===== config.mk =====
export PLATFORM = sky130hd
export DESIGN_NAME = seg_scan_display
export DESIGN_NICKNAME = d
export VERILOG_FILES = /design/src/rtl/seg_scan_display.sv
export SDC_FILE = /design/constraint.sdc
export NUM_CORES = 1
export LEC_CHECK = 0
export ABC_AREA = 1
export CAP_MARGIN = 20
export CORE_UTILIZATION = 25
export DETAILED_ROUTE_END_ITERATION = 7
export GPL_TIMING_DRIVEN = 0
export PLACE_DENSITY = 0.47
export SYNTH_ARGS = -nofsm -noshare
export SYNTH_HDL_FRONTEND = slang
export SYNTH_SLANG_ARGS = --single-unit

===== constraint.sdc =====
create_clock -name clk -period 4.3 [get_ports clk]
set_input_delay 0.86 -clock clk [delete_from_list [all_inputs] [get_ports clk]]
set_output_delay 0.86 -clock clk [all_outputs]
set_load 0.005 [all_outputs]

===== src/rtl/seg_scan_display.sv =====
// seg_scan_display: time-multiplexed common-anode 7-segment scanner.
// Keeps a shadow and an active character store; the shadow is copied into the
// active store only on a frame-start tick, so a frame never shows a mix.
// Optional per-digit blinking is compiled in with `define SEG_DISP_BLINK_EN.
module seg_scan_display #(
  parameter  int DIGITS       = 8,
  parameter  int CHAR_W       = 6,
  parameter  int SCAN_DIV     = 100000,
  parameter  int BLINK_FRAMES = 64,
  localparam int IDX_W        = (DIGITS > 1) ? $clog2(DIGITS) : 1,
  localparam int ND_W         = IDX_W + 1
) (
  input  logic              clk,
  input  logic              rst,
  input  logic              wr_en,
  input  logic [IDX_W-1:0]  wr_idx,
  input  logic [CHAR_W-1:0] wr_char,
  input  logic              wr_dp,
  input  logic              commit,
  input  logic [ND_W-1:0]   num_digits,
  input  logic [DIGITS-1:0] blink_mask,
  output logic              commit_done,
  output logic [DIGITS-1:0] seg_en,
  output logic [7:0]        seg_out
);

  // Handshake: wr_en and commit are single-cycle strobes with no backpressure.
  // wr_en lands in the shadow at the sampling edge; commit only raises a
  // pending flag. The copy happens on the next frame-start tick and
  // commit_done is high for exactly the cycle after that copying edge.

  localparam int               CNT_W   = (SCAN_DIV > 1) ? $clog2(SCAN_DIV) : 1;
  localparam logic [CNT_W-1:0] CNT_MAX = CNT_W'(SCAN_DIV - 1);
  localparam logic [IDX_W-1:0] IDX_MAX = IDX_W'(DIGITS - 1);
  localparam logic [ND_W-1:0]  ND_MAX  = ND_W'(DIGITS);

  logic [CNT_W-1:0]  cnt_q;
  logic [IDX_W-1:0]  scan_idx_q;
  logic              tick;
  logic              frame_start;
  logic              copy;
  logic              wr_ok;
  logic              pending_q;
  logic              pending_d;
  logic [ND_W-1:0]   nd_q;
  logic [CHAR_W-1:0] sh_char_q  [DIGITS];
  logic [CHAR_W-1:0] act_char_q [DIGITS];
  logic [DIGITS-1:0] sh_dp_q;
  logic [DIGITS-1:0] act_dp_q;
  logic              commit_done_q;
  logic [DIGITS-1:0] seg_en_q;
  logic [DIGITS-1:0] seg_en_d;
  logic [7:0]        seg_out_q;
  logic [7:0]        seg_out_d;
  logic              blink_off;

  assign tick        = (cnt_q == CNT_MAX);
  assign frame_start = tick && (scan_idx_q == IDX_MAX);
  assign copy        = frame_start && pending_q;
  assign wr_ok       = wr_en && ({1'b0, wr_idx} < ND_MAX);
  // A commit seen on the copying edge itself waits for the following frame.
  assign pending_d   = copy ? commit : (pending_q | commit);

  // Glyph table, bit order {g,f,e,d,c,b,a}, active-high before inversion.
  function automatic logic [6:0] glyph(input logic [CHAR_W-1:0] code);
    case (int'(code))
      0:  glyph = 7'h3F;  1:  glyph = 7'h06;  2:  glyph = 7'h5B;  3:  glyph = 7'h4F;
      4:  glyph = 7'h66;  5:  glyph = 7'h6D;  6:  glyph = 7'h7D;  7:  glyph = 7'h07;
      8:  glyph = 7'h7F;  9:  glyph = 7'h6F;  10: glyph = 7'h77;  11: glyph = 7'h7C;
      12: glyph = 7'h39;  13: glyph = 7'h5E;  14: glyph = 7'h79;  15: glyph = 7'h71;
      16: glyph = 7'h3D;  17: glyph = 7'h76;  18: glyph = 7'h30;  19: glyph = 7'h1E;
      20: glyph = 7'h75;  21: glyph = 7'h38;  22: glyph = 7'h55;  23: glyph = 7'h54;
      24: glyph = 7'h5C;  25: glyph = 7'h73;  26: glyph = 7'h67;  27: glyph = 7'h50;
      28: glyph = 7'h6D;  29: glyph = 7'h78;  30: glyph = 7'h3E;  31: glyph = 7'h1C;
      32: glyph = 7'h2A;  33: glyph = 7'h76;  34: glyph = 7'h6E;  35: glyph = 7'h5B;
      36: glyph = 7'h40;  37: glyph = 7'h08;
      default: glyph = 7'h00;
    endcase
  endfunction

  // Prescaler and digit-slot counter; the DIGITS-1 -> 0 wrap is the frame start.
  always_ff @(posedge clk or negedge rst) begin
    if (!rst) begin
      cnt_q      <= '0;
      scan_idx_q <= '0;
    end else if (tick) begin
      cnt_q      <= '0;
      scan_idx_q <= (scan_idx_q == IDX_MAX) ? '0 : scan_idx_q + IDX_W'(1);
    end else begin
      cnt_q      <= cnt_q + CNT_W'(1);
    end
  end

  // Double-buffered store, commit tracking and per-slot num_digits sample.
  always_ff @(posedge clk or negedge rst) begin
    if (!rst) begin
      for (int i = 0; i < DIGITS; i++) begin
        sh_char_q[i]  <= '0;
        act_char_q[i] <= '0;
      end
      sh_dp_q       <= '0;
      act_dp_q      <= '0;
      pending_q     <= 1'b0;
      commit_done_q <= 1'b0;
      nd_q          <= ND_MAX;
    end else begin
      // The active store takes the shadow as it stood before this edge's write.
      if (copy) begin
        act_char_q <= sh_char_q;
        act_dp_q   <= sh_dp_q;
      end
      if (wr_ok) begin
        sh_char_q[wr_idx] <= wr_char;
        sh_dp_q[wr_idx]   <= wr_dp;
      end
      pending_q     <= pending_d;
      commit_done_q <= copy;
      if (tick) begin
        nd_q <= (num_digits > ND_MAX) ? ND_MAX : num_digits;
      end
    end
  end

`ifdef SEG_DISP_BLINK_EN
  localparam int              FC_W   = (BLINK_FRAMES > 1) ? $clog2(BLINK_FRAMES) : 1;
  localparam logic [FC_W-1:0] FC_MAX = FC_W'(BLINK_FRAMES - 1);

  logic [FC_W-1:0] frame_cnt_q;
  logic            phase_on_q;

  // Blink phase flips after every BLINK_FRAMES frame starts.
  always_ff @(posedge clk or negedge rst) begin
    if (!rst) begin
      frame_cnt_q <= '0;
      phase_on_q  <= 1'b1;
    end else if (frame_start) begin
      if (frame_cnt_q == FC_MAX) begin
        frame_cnt_q <= '0;
        phase_on_q  <= ~phase_on_q;
      end else begin
        frame_cnt_q <= frame_cnt_q + FC_W'(1);
      end
    end
  end

  assign blink_off = !phase_on_q && blink_mask[scan_idx_q];
`else
  logic unused_blink;
  assign unused_blink = (^blink_mask) ^ (BLINK_FRAMES > 0);
  assign blink_off    = 1'b0;
`endif

  // Next digit enable and segment pattern for the current slot.
  always_comb begin
    seg_en_d = '1;
    for (int i = 0; i < DIGITS; i++) begin
      if (i == DIGITS - 1 - int'(scan_idx_q)) seg_en_d[i] = 1'b0;
    end
    seg_out_d = 8'hFF;
    if (({1'b0, scan_idx_q} < nd_q) && !blink_off) begin
      seg_out_d = {~act_dp_q[scan_idx_q], ~glyph(act_char_q[scan_idx_q])};
    end
  end

  // Registered pin drivers.
  always_ff @(posedge clk or negedge rst) begin
    if (!rst) begin
      seg_en_q  <= '1;
      seg_out_q <= 8'hFF;
    end else begin
      seg_en_q  <= seg_en_d;
      seg_out_q <= seg_out_d;
    end
  end

  assign commit_done = commit_done_q;
  assign seg_en      = seg_en_q;
  assign seg_out     = seg_out_q;

endmodule

==> metrics <==
status completed; largest net degree at the start of global routing 81; final worst-path cycle share 75.1%; first-pass GRT wire length 31600 um; drt drc 0; nets between 1000 and 1500; share of layout cells above drive strength 1 7.97%; number of global-route vias before repair 5790; Post-CTS Setup Bufs 0; initial antenna violation count 0; Worst Tran Pin Value 0.947 ns; routed vias/inst approximately 4.2; CP Capture Type register; Root Buffer clkbuf_16; Total Die Area ~0.030 sq mm; Area contributors post-synth dfrtp_1 (46%), nand2_1 (11%), inv_1 (8.7%); CP Class reg -> reg; Port Buffer Count 34; Hold Vio Cnt, Final 0; fmax a little over 0.3 GHz; I/O pin count 43; pre-CTS setup slack around 1.1 ns; relative slew slack 36.4%; area delta synth->final 19.7%; routability cong. 0.835; Initial Utilization 25.6%; Total GRT Usage 13.4%; CTS tree built; clk_skew roughly 0.022 ns; Routed WL between 15000 and 20000 um; Resized cells post-CTS 0; Synth Net Count 980; Cell Area, Synth 0.00738 sq mm; leakage 0.00476 uW; RSZ-0062 raised after global routing false; Max VDD drop 255 uV; Avg Cell Area, Syn 7.88 sq um; CTS max path bufs 2; Worst-path clk slew 0.07 ns; die height roughly 170 um; sequential-to-total area share from yosys stat 52.5%; Detail Route Antenna Nets 0; area share of the largest cell type after synthesis between 40% and 50%; clock sink total ~150; Yosys top cell by area dfrtp_1; Final Power roughly 3300 uW; Min-Delay Path Class in -> async; Post-CTS Hold Fix Bufs 0; WL per Instance 13.8 um; Slew Viols, Final 0; DP HPWL 13500 um; GRT overflow 0; DR pass1 iterations 5; Ant. Diodes 0; Synth cell types 26; initial detailed-routing violation count roughly 320; setup violators final 0; CTS buffer count 17; FP Rows 62; asr flop ratio synth between 90% and 100%; crit-path max FO 11; Post-synth EDFFs 0; CTS H-tree lvls 4; Vias 5844; insertion delay to the later sink of the worst-skew pair about 0.44 ns; Synth Register Bits about 150; power density over the cells approximately 370 mW/mm^2; synth warn 0; final core occ a little under a third; maxcap violations 0; fin crit period 3.23 ns; Core Area 0.0289 sq mm; final setup margin 1.07 ns; Worst EP arrival about 3.6 ns; Mapped Cells 937; Required @ worst endpoint 4.66 ns; startpoint types register; Primary FF master, synth dfrtp_1; Die X 174 um
==> worst max-delay path, cell delays in order, from the launching register on <==
cell,delay (ns)
dfrtp_1,0.53
inv_2,0.28
clkbuf_1,0.55
nand3_1,0.15
nand2_1,0.11
nand2_1,0.07
nand2_1,0.27
inv_1,0.20
ha_1,0.39
inv_1,0.05
nand2_1,0.15
nand2_1,0.08
nand2_1,0.06
nand2_1,0.04
o21ai_0,0.14
nand2_1,0.07
==> routing by layer <==
layer  vias up  wire, um  GRT usage (%)
li1       3002         -              -
met2        95      8470           20.9
met3        13       681           2.50
met1      2734      9790           19.0
met5         -         0              0
met4         0       173           3.76
==> kinds of logic (layout without fill, tap and decap cells) <==
family	Yosys count	in the layout	synth area share (%)
xor+xnor	2	2	0.237
buf+inv	207	274	11.3
flops	154	154	52.5
fa+ha+maj	17	17	2.88
simple gates	392	392	21.7
compound gates	165	165	11.4
==> state kept, by name (all words and copies together), names as in the netlist <==
signal       count
act_char_q      48
act_dp_q         8
cnt_q           17
commit_done      1
nd_q             4
pending_q        1
scan_idx_q       3
seg_en           8
seg_out          8
sh_char_q       48
sh_dp_q          8
==> where the power goes <==
part	internal [uW]	total, uW	switching [uW]
combinational	63.1	156	92.9
clock	786	1510	724
sequential	1550	1610	62.0
total	2400	3280	878
==> path summary, 6_finish.rpt <==
| check | to | slack, ns | cells after the start | from |
|---|---|---|---|---|
| setup / recovery | seg_out[5] | 1.07 | 15 | scan_idx_q[1] |
| hold / removal | sh_char_q[43] | 0.38 | 1 | rst |
| setup reg to reg | seg_out[5] | 1.07 | 15 | scan_idx_q[1] |
| hold reg to reg | cnt_q[0] | 0.47 | 1 | cnt_q[0] |
| max in group asynchronous | seg_out[0] | 3.08 | 2 | rst |
| min in group clk | cnt_q[0] | 0.47 | 1 | cnt_q[0] |
==> placed cells by master (no fill, tap or decap), types with 4 or more instances in the layout <==
cell / n
nand2_1: 225
inv_1: 172
dfrtp_1: 137
nor2_1: 94
a21oi_1: 82
o21ai_0: 77
nand3_1: 53
clkdlybuf4s50_1: 33
ha_1: 17
clkbuf_16: 17
dfstp_2: 17
clkbuf_1: 12
buf_2: 10
buf_4: 8
nand4_1: 8
inv_8: 7
nor3_1: 6
clkinv_8: 4
==> final cells by class <==
| cell class | instances | area [sq um] |
|---|---|---|
| repair buffers | 35 | 373 |
| flip-flops and latches | 154 | 3870 |
| inverters | 175 | 657 |
| multi-input cells | 576 | 2670 |
| clock buffers | 17 | 425 |
| clock inverters | 15 | 176 |
| plain buffers | 32 | 178 |
| fillers | 3154 | 20000 |
| well taps | 384 | 480 |
==> metrics by stage <==
step	hold WS (ns)	setup TNS, ns	cells	cell area (sq um)
after floorplan	0.433	0	937	7380
after global routing	0.415	0	1388	8840
after detailed placement	0.458	0	1356	8240
after global placement	0.453	-631.40	1355	8200
final	0.375	0	1388	8840
after CTS	0.410	0	1388	8840
==> cells in the mapped netlist, types with 3 or more instances <==
cell type and n:
a21oi_1 82, buf_2 10, buf_4 8, clkbuf_1 12
dfrtp_1 137, dfstp_2 17, ha_1 17, inv_1 172
inv_2 3, nand2_1 225, nand3_1 53, nand4_1 8
nor2_1 94, nor3_1 6, o21ai_0 77
Power figures use the tool's default switching activity.
